==> src/rtl/traffic_ctrl_nway.sv <==
// N-way traffic-light controller: each handover runs GREEN -> YELLOW -> ALL_RED.
// Green holds for a minimum and extends on its own request, capped when others wait.
module traffic_ctrl_nway #(
  parameter int NUM_WAYS     = 4,
  parameter int CNT_W        = 8,
  parameter int MIN_GREEN    = 2,
  parameter int MAX_GREEN    = 8,
  parameter int YELLOW_TIME  = 2,
  parameter int ALL_RED_TIME = 1
) (
  input  logic                        clk,
  input  logic                        rst,
  input  logic [NUM_WAYS-1:0]         req,
  input  logic                        prio_mode,
  output logic [NUM_WAYS-1:0]         green,
  output logic [NUM_WAYS-1:0]         yellow,
  output logic [$clog2(NUM_WAYS)-1:0] active_way,
  output logic [1:0]                  phase,
  output logic [CNT_W-1:0]            counter_out
);

  localparam int WAY_W = $clog2(NUM_WAYS);

  if (NUM_WAYS < 2) begin : gBadWays
    $error("NUM_WAYS must be at least 2");
  end
  if (MIN_GREEN < 1 || MAX_GREEN < MIN_GREEN || MAX_GREEN >= (64'd1 << CNT_W)) begin : gBadGreen
    $error("Need 1 <= MIN_GREEN <= MAX_GREEN < 2**CNT_W");
  end
  if (YELLOW_TIME < 1 || ALL_RED_TIME < 1 ||
      YELLOW_TIME > (64'd1 << CNT_W) || ALL_RED_TIME > (64'd1 << CNT_W)) begin : gBadTimes
    $error("YELLOW_TIME and ALL_RED_TIME must be >= 1 and fit the counter");
  end

  localparam logic [CNT_W-1:0] MIN_LAST    = CNT_W'(MIN_GREEN - 1);
  localparam logic [CNT_W-1:0] MAX_LAST    = CNT_W'(MAX_GREEN - 1);
  localparam logic [CNT_W-1:0] YELLOW_LAST = CNT_W'(YELLOW_TIME - 1);
  localparam logic [CNT_W-1:0] ALLRED_LAST = CNT_W'(ALL_RED_TIME - 1);

  typedef enum logic [1:0] {
    GREEN   = 2'd0,
    YELLOW  = 2'd1,
    ALL_RED = 2'd2
  } phase_e;

  phase_e             phase_q, phase_d;
  logic [WAY_W-1:0]   activeWay_q, activeWay_d;
  logic [WAY_W-1:0]   nextWay_q, nextWay_d;
  logic [CNT_W-1:0]   counter_q, counter_d;

  logic [NUM_WAYS-1:0] otherReq;
  logic                ownReq;
  logic                greenExit;
  logic [WAY_W-1:0]    rrWay;
  logic [WAY_W-1:0]    prioWay;

  assign otherReq  = req & ~(NUM_WAYS'(1) << activeWay_q);
  assign ownReq    = req[activeWay_q];
  assign greenExit = (otherReq != '0) && (counter_q >= MIN_LAST) &&
                     (!ownReq || (counter_q >= MAX_LAST));

  // Descending scans so the candidate nearest the start of the search wins.
  always_comb begin
    rrWay   = activeWay_q;
    prioWay = '0;
    for (int k = NUM_WAYS - 1; k >= 1; k--) begin
      if (otherReq[(int'(activeWay_q) + k) % NUM_WAYS]) begin
        rrWay = WAY_W'((int'(activeWay_q) + k) % NUM_WAYS);
      end
    end
    for (int i = NUM_WAYS - 1; i >= 0; i--) begin
      if (otherReq[i]) begin
        prioWay = WAY_W'(i);
      end
    end
  end

  always_ff @(posedge clk) begin
    if (rst) begin
      phase_q     <= GREEN;
      activeWay_q <= '0;
      nextWay_q   <= '0;
      counter_q   <= '0;
    end else begin
      phase_q     <= phase_d;
      activeWay_q <= activeWay_d;
      nextWay_q   <= nextWay_d;
      counter_q   <= counter_d;
    end
  end

  always_comb begin
    phase_d     = phase_q;
    activeWay_d = activeWay_q;
    nextWay_d   = nextWay_q;
    counter_d   = counter_q;
    unique case (phase_q)
      GREEN: begin
        if (greenExit) begin
          phase_d   = YELLOW;
          counter_d = '0;
          nextWay_d = prio_mode ? prioWay : rrWay;
        end else if (counter_q < MAX_LAST) begin
          counter_d = counter_q + CNT_W'(1);
        end
      end
      YELLOW: begin
        if (counter_q == YELLOW_LAST) begin
          phase_d   = ALL_RED;
          counter_d = '0;
        end else begin
          counter_d = counter_q + CNT_W'(1);
        end
      end
      ALL_RED: begin
        if (counter_q == ALLRED_LAST) begin
          phase_d     = GREEN;
          activeWay_d = nextWay_q;
          counter_d   = '0;
        end else begin
          counter_d = counter_q + CNT_W'(1);
        end
      end
      default: begin
        phase_d   = GREEN;
        counter_d = '0;
      end
    endcase
  end

  assign green       = (phase_q == GREEN)  ? (NUM_WAYS'(1) << activeWay_q) : '0;
  assign yellow      = (phase_q == YELLOW) ? (NUM_WAYS'(1) << activeWay_q) : '0;
  assign active_way  = activeWay_q;
  assign phase       = phase_q;
  assign counter_out = counter_q;

endmodule

==> config.mk <==
export PLATFORM = sky130hd
export DESIGN_NAME = traffic_ctrl_nway
export DESIGN_NICKNAME = d
export VERILOG_FILES = /design/src/rtl/traffic_ctrl_nway.sv
export SDC_FILE = /design/constraint.sdc
export NUM_CORES = 1
export LEC_CHECK = 0
export ABC_AREA = 1
export CAP_MARGIN = 10
export CELL_PAD_IN_SITES_DETAIL_PLACEMENT = 0
export CELL_PAD_IN_SITES_GLOBAL_PLACEMENT = 1
export CORE_MARGIN = 8
export CORE_UTILIZATION = 33
export DETAILED_ROUTE_END_ITERATION = 16
export PLACE_DENSITY = 0.75
export SYNTH_ARGS = -nofsm -noshare
export SYNTH_HDL_FRONTEND = slang
export SYNTH_SLANG_ARGS = --single-unit
==> constraint.sdc <==
create_clock -name clk -period 2.15 [get_ports clk]
set_clock_uncertainty 0.15 [all_clocks]
set_input_delay 0.43 -clock clk [delete_from_list [all_inputs] [get_ports clk]]
set_output_delay 0.43 -clock clk [all_outputs]
set_load 0.005 [all_outputs]
==> results of run 1 <==
worst paths after layout:
| path | depth (start not counted) | startpoint | to | slack, ns |
|---|---|---|---|---|
| hold reg to reg | 2 | nextWay_q[0] | active_way[0] | 0.30 |
| hold / removal | 2 | nextWay_q[0] | active_way[0] | 0.30 |
| setup / recovery | 5 | active_way[0] | green[3] | 0.11 |
| setup reg to reg | 12 | active_way[0] | nextWay_q[1] | 0.18 |
metal layers:
layer	track usage, %	vias to the layer above	wire [microns]
met1	12.8	555	1420
met2	20.5	33	1460
met5	0	-	0
met3	3.16	3	221
met4	5.12	0	29
li1	-	661	-
final cells by class:
type                            count  area (sq um)
Fill cell                         396          1800
Multi-Input combinational cell    139           746
Timing Repair Buffer               31           295
Sequential cell                    14           289
Inverter                           36           143
Tap cell                           46          57.6
Clock buffer                        4          36.3
stage by stage:
stage / instance area [sq um] / hold WS (ns) / util, % / setup slack, ns
6_report: 1570 / 0.303 / 46.6 / 0.106
5_1_grt: 1570 / 0.328 / 46.6 / 0.00164
4_1_cts: 1550 / 0.306 / 46.2 / 0.00147
3_5_place_dp: 1500 / 0.300 / 44.5 / 0.0160
3_3_place_gp: 1500 / 0.288 / 44.5 / 0.0402
2_1_floorplan: 1170 / 0.279 / - / 0.337
logic make-up (layout without fill, tap and decap cells):
kind of cell,Yosys count,in the layout,synth area share [%]
simple gates,109,109,43.9
buf+inv,37,71,12.8
compound gates,21,21,10.3
flops,14,14,24.0
fa+ha+maj,7,7,7.50
xor+xnor,2,2,1.50
worst min-delay path: cells and delay by family (launching register included):
family	cells	cell delay (ns)
buffers and inverters	1	0.06
AO/OA/AOI/OAI	1	0.06
flip-flops	1	0.30
what timing repair did:
item	CTS	global route
hold buffers	0	0
setup endpoints to repair	8	3
pin swaps	0	1
setup buffers	2	0
gates resized for setup	15	4
layout by cell type, fill, tap and decap left out, types with 3 or more instances in the layout:
cell and instances:
nor3_1 3, nand3_1 21, nand2_1 45, clkdlybuf4s50_1 18
nand3_2 3, nor2_1 24, buf_4 5, nand2_2 3
ha_1 7, nor2_2 4, o21ai_0 5, inv_2 5
a21oi_1 13, dfxtp_1 11, clkbuf_4 3, inv_1 29
dlygate4sd2_1 6
power by group through the flow:
stage	sequential [mW]	combinational [mW]	clock, mW
2_1_floorplan	0.362	0.424	0
3_5_place_dp	0.370	0.671	0
4_1_cts	0.367	0.668	0.201
6_report	0.367	0.668	0.194
3_3_place_gp	0.367	0.663	0
5_1_grt	0.377	0.745	0.211
state kept, by name, indices dropped and copies added, names as in the netlist:
signal       flops
nextWay_q        2
counter_out      8
phase            2
active_way       2
==> summary.txt, run 1 <==
Min path
  – Hold crit path type: register to register

Critical path
  – Crit path kind: register to output pin
  – Setup crit start kind: register
  – Critical-path cell list: buf_4, ha_1, inv_1, nor2_1, dlygate4sd2_1
  – CP Capture Type: output pin
  – Max FO, Critical Path: 5
  – Worst EP required: 1.57 ns
  – Delay-heaviest family, CP: buffers and inverters
  – CP peak stage delay: 0.38 ns
  – CP bufs+invs: 3
  – Slowest CP cell: dfxtp_4
  – CP arrival: 1.46 ns

Synth
  – Post-synthesis cell type with the largest combined area: dfxtp_1
  – Top FF cell, synth: dfxtp_1
  – Synth Area per Inst: 6.14 sq um
  – Distinct cells, synth: 24
  – Cell with the most instances after synthesis: nand2_1
  – Syn nets: 204
  – Register area share after synthesis: 24.0%
  – Ys Warns: 0
  – Post-Syn Instances: 190
  – Cell area after synthesis: 1170 sq um
  – FF+latch count, synth: 14
  – Synth cell count leaders: 45 x nand2_1, 31 x inv_1, 25 x nor2_1, 21 x nand3_1, 14 x dfxtp_1
  – Synth area leaders: dfxtp_1 24%, nand2_1 14%, inv_1 10%
  – Post-synth ARST share: 0%
  – Top-area cell type share of the netlist area: 24.0%
  – Number of flops mapped to enable cells by yosys: 0

Clocking
  – CTS tree: done
  – Max clock buf depth: 2
  – Root buffer cell: clkbuf_4
  – H-Tree Depth: 1
  – Clock Latency Late Sink: 0.29 ns
  – CTS Buf Count: 3
  – Total clock sinks: 14
  – Clock-pin slew on the worst setup and hold paths: 0.08 ns

Routing
  – Routed Antenna Nets: 0
  – Pre-antenna DRT Iters: 4
  – Routed len/inst: 11.6 microns
  – Wirelength, routed: 3130 microns
  – Vias per cell: 4.64
  – DR vias: 1252
  – # DRC: 0
  – DRT iter0 DRCs: 40

Final layout
  – Finished Layout Cells: 270
  – # diodes: 0
  – Layout area overhead: 34.2%
  – # nets final: 239
  – Share of post-route cells with drive strength above 1: 15.2%

Floorplanning
  – Starting density of the core: 34.7%
  – Width of the chip: 75.5 microns
  – Area of the die: 5700 sq um
  – Core area: 3360 sq um
  – Site row count: 21
  – IO Pins: 27
  – Die Height: 75.5 microns

STA
  – Fmax achieved: 489 MHz
  – Min cycle time layout: 2.04 ns
  – Rel. slew slack: 76.0%
  – # setup viols final: 0
  – Pins over their slew limit: 0
  – Setup_tns: 0 ns
  – Unrepaired setup endpoints after global routing: no
  – Worst-Margin Slew: 0.356 ns
  – Crit share post-route: 95.1%
  – Final hold vios: 0

GRT
  – Number of global-route vias before repair: 1191
  – Total Routing Usage GR: 11.7%
  – GR Overflow Total: 0
  – Largest net degree at the start of global routing: 11
  – Global-route wire length before repair: 5130 microns
  – Initial antenna violation count: 0

Power
  – Total Power: 1.23 mW
  – Combinational Power Share: 54.3%
  – Sw Share: 43.9%
  – Max VDD drop: 0.000509 V
  – Leakage power: 0.826 nW
  – Cell internal pwr: 0.690 mW
  – Net Sw Power: 0.540 mW
  – Flop pwr share: 29.9%
  – Clk pwr share: 15.8%
  – Pwr dens: 785 nW/um^2

Run
  – Maxcap violations: 0

Placement
  – Cells after DPL: 264
  – Buffers on Ports: 26
  – Hpwl dp: 2560 microns
  – RePlAce Congestion: 0.766

Outcome
  – Status: finished clean
Note: power is estimated with default switching activity, not from simulation.
==> run 2: changes to the inputs <==
--- a/config.mk
+++ b/config.mk
@@ -12,6 +12,7 @@
 export CORE_MARGIN = 8
 export CORE_UTILIZATION = 33
 export DETAILED_ROUTE_END_ITERATION = 16
+export GPL_ROUTABILITY_DRIVEN = 0
 export PLACE_DENSITY = 0.75
 export SYNTH_ARGS = -nofsm -noshare
 export SYNTH_HDL_FRONTEND = slang
==> results of run 2 <==
Final layout, timing and power as in run 1 (identical DEF).
==> run 3: changes to the inputs <==
--- a/config.mk
+++ b/config.mk
@@ -13,6 +13,7 @@
 export CORE_UTILIZATION = 33
 export DETAILED_ROUTE_END_ITERATION = 16
 export GPL_ROUTABILITY_DRIVEN = 0
+export MAX_ROUTING_LAYER = met4
 export PLACE_DENSITY = 0.75
 export SYNTH_ARGS = -nofsm -noshare
 export SYNTH_HDL_FRONTEND = slang
==> run 3 against run 2 <==
Net effect: routed wire length up 0.13%; worst hold slack barely moved; fmax about the same; global-route usage up 0.35 points; sequential share of layout area unchanged; die area unchanged; design area is the same; critical path depth did not move; sequential power about the same; power is essentially flat; largest power group unchanged.
==> summary.txt, run 3 (synthesis gave the netlist of run 1 again) <==
Critical path
  – RR Endpoint: nextWay_q[1]
  – CP peak stage delay: 0.38 ns
  – Delay-heaviest family, CP: buffers and inverters
  – CP Capture Type: output pin
  – R2R Path Start: active_way[0]
  – Worst EP required: 1.57 ns
  – FF-to-FF setup slack: 0.18 ns
  – Setup crit start kind: register
  – Critical-path cell list: buf_4, ha_1, inv_1, nor2_1, dlygate4sd2_1
  – Max FO, Critical Path: 5
  – CP arrival: 1.47 ns
  – CP bufs+invs: 3
  – Crit path kind: register to output pin
  – Slowest CP cell: dfxtp_4
  – R2R depth: 12

Power
  – Flop pwr share: 29.9%
  – Combinational Power Share: 54.2%
  – Sw Share: 43.9%
  – Cell internal pwr: 0.690 mW
  – Leakage power: 0.826 nW
  – Clk pwr share: 15.9%
  – Max VDD drop: 0.000508 V
  – Net Sw Power: 0.540 mW
  – Pwr dens: 785 nW/um^2

Routing
  – Vias per cell: 4.61
  – Routed len/inst: 11.6 microns
  – Wirelength, routed: 3130 microns
  – # DRC: 0
  – Routed Antenna Nets: 0
  – DR vias: 1245
  – DRT iter0 DRCs: 61
  – Pre-antenna DRT Iters: 5

Clocking
  – CTS Buf Count: 3
  – Root buffer cell: clkbuf_4
  – Clock Latency Late Sink: 0.29 ns
  – Clock-pin slew on the worst setup and hold paths: 0.09 ns
  – CTS tree: done
  – Total clock sinks: 14
  – Max clock buf depth: 2
  – Hold buffer count at CTS: 0
  – H-Tree Depth: 1

Final layout
  – FF+latch area: 289 sq um
  – Most common cell after layout, fill and taps aside: nand2_1
  – Share of post-route cells with drive strength above 1: 15.2%
  – # diodes: 0
  – Multi-input combinational cell area: 746 sq um
  – Most frequent cells in the layout: 45 x nand2_1, 29 x inv_1, 24 x nor2_1
  – Post-Route Utilization: 46.6%
  – Design area: 1570 sq um
  – Layout area overhead: 34.2%
  – # fillers: 396
  – Largest register FFs: 8
  – # nets final: 239

STA
  – Setup_tns: 0 ns
  – Crit share post-route: 95.2%
  – Fmax achieved: 489 MHz
  – # setup viols final: 0
  – Unrepaired setup endpoints after global routing: no
  – Min cycle time layout: 2.05 ns
  – Worst-Margin Slew: 0.358 ns
  – Final hold vios: 0
  – Rel. slew slack: 75.9%
  – Pins over their slew limit: 0

Outcome
  – Status: finished clean

Floorplanning
  – Site row count: 21
  – IO Pins: 27
  – Die Height: 75.5 microns
  – Starting density of the core: 34.7%
  – Core area: 3360 sq um
  – Area of the die: 5700 sq um
  – Width of the chip: 75.5 microns

Placement
  – Buffers on Ports: 26
  – Dpl cell area: 1500 sq um
  – Hpwl dp: 2560 microns

Min path
  – Hold crit path type: register to register
  – Hold Crit Start: nextWay_q[0]
  – Destination of the worst hold path: active_way[0]
  – Hold path depth: 2

GRT
  – Initial antenna violation count: 0
  – Total Routing Usage GR: 12.0%
  – Number of global-route vias before repair: 1189
  – Largest net degree at the start of global routing: 11
  – GR Overflow Total: 0
  – Global-route wire length before repair: 5140 microns

Run
  – Maxcap violations: 0
==> run 3: cell counts in the layout (fill, tap and decap cells not counted) <==
Identical to the previous run, type by type.
==> run 3: what timing repair did <==
action                                  in CTS  in global routing
endpoints found under the setup margin       8                  3
cloned                                       0                  0
pin swaps                                    0                  1
resized for setup                           15                  4
setup buffers                                2                  0
==> run 3: how the worst max path moves through the flow <==
stage	slack, ns	from	to	cells past startpoint
2_1_floorplan	0.34	active_way[0]	nextWay_q[1]	13
3_3_place_gp	0.04	active_way[0]	nextWay_q[1]	12
3_5_place_dp	0.02	req[3]	nextWay_q[1]	10
4_1_cts	0.001	active_way[1]	yellow[1]	5
5_1_grt	0.002	active_way[0]	nextWay_q[1]	12
6_report	0.10	active_way[0]	yellow[3]	5
==> run 3: worst reg2reg max path: stages (launching register included) <==
cell	delay [ns]
dfxtp_4	0.38
buf_4	0.14
ha_1	0.18
inv_1	0.15
nand2_1	0.10
nand2_1	0.07
inv_1	0.05
nand3_1	0.09
nand4_1	0.21
a21oi_1	0.18
nand2_1	0.08
nand2_1	0.06
inv_1	0.03
==> run 3: final cells by class <==
| type | count | share of cell area, % |
|---|---|---|
| Inverter | 36 | 9.11 |
| Sequential cell | 14 | 18.5 |
| Tap cell | 46 | 3.67 |
| Timing Repair Buffer | 31 | 18.8 |
| Multi-Input combinational cell | 139 | 47.6 |
| Clock buffer | 4 | 2.32 |
==> run 3: power groups by stage <==
stage / clock network [mW] / registers (mW) / logic (mW)
6_report: 0.195 / 0.367 / 0.667
3_3_place_gp: 0 / 0.367 / 0.663
2_1_floorplan: 0 / 0.362 / 0.424
3_5_place_dp: 0 / 0.370 / 0.671
4_1_cts: 0.201 / 0.367 / 0.668
5_1_grt: 0.211 / 0.377 / 0.745
==> run 3: through the flow <==
stage	power (mW)	hold slack, ns	setup slack (ns)	instances
3_3_place_gp	1.03	0.288	0.0402	264
5_1_grt	1.33	0.328	0.00164	270
3_5_place_dp	1.04	0.300	0.0160	264
4_1_cts	1.24	0.306	0.00147	270
2_1_floorplan	0.786	0.279	0.337	190
6_report	1.23	0.303	0.104	270
==> run 3: layer usage <==
layer  share of wire [%]  GRT usage, %  routed length (microns)  vias to the layer above
li1                    -             -                        -                      661
met1                  48          13.6                     1490                      555
met2                  47          20.5                     1460                       26
met3                 4.8          1.97                      149                        3
met4                0.93          5.12                       29                        0
met5                   0             -                        0                        -
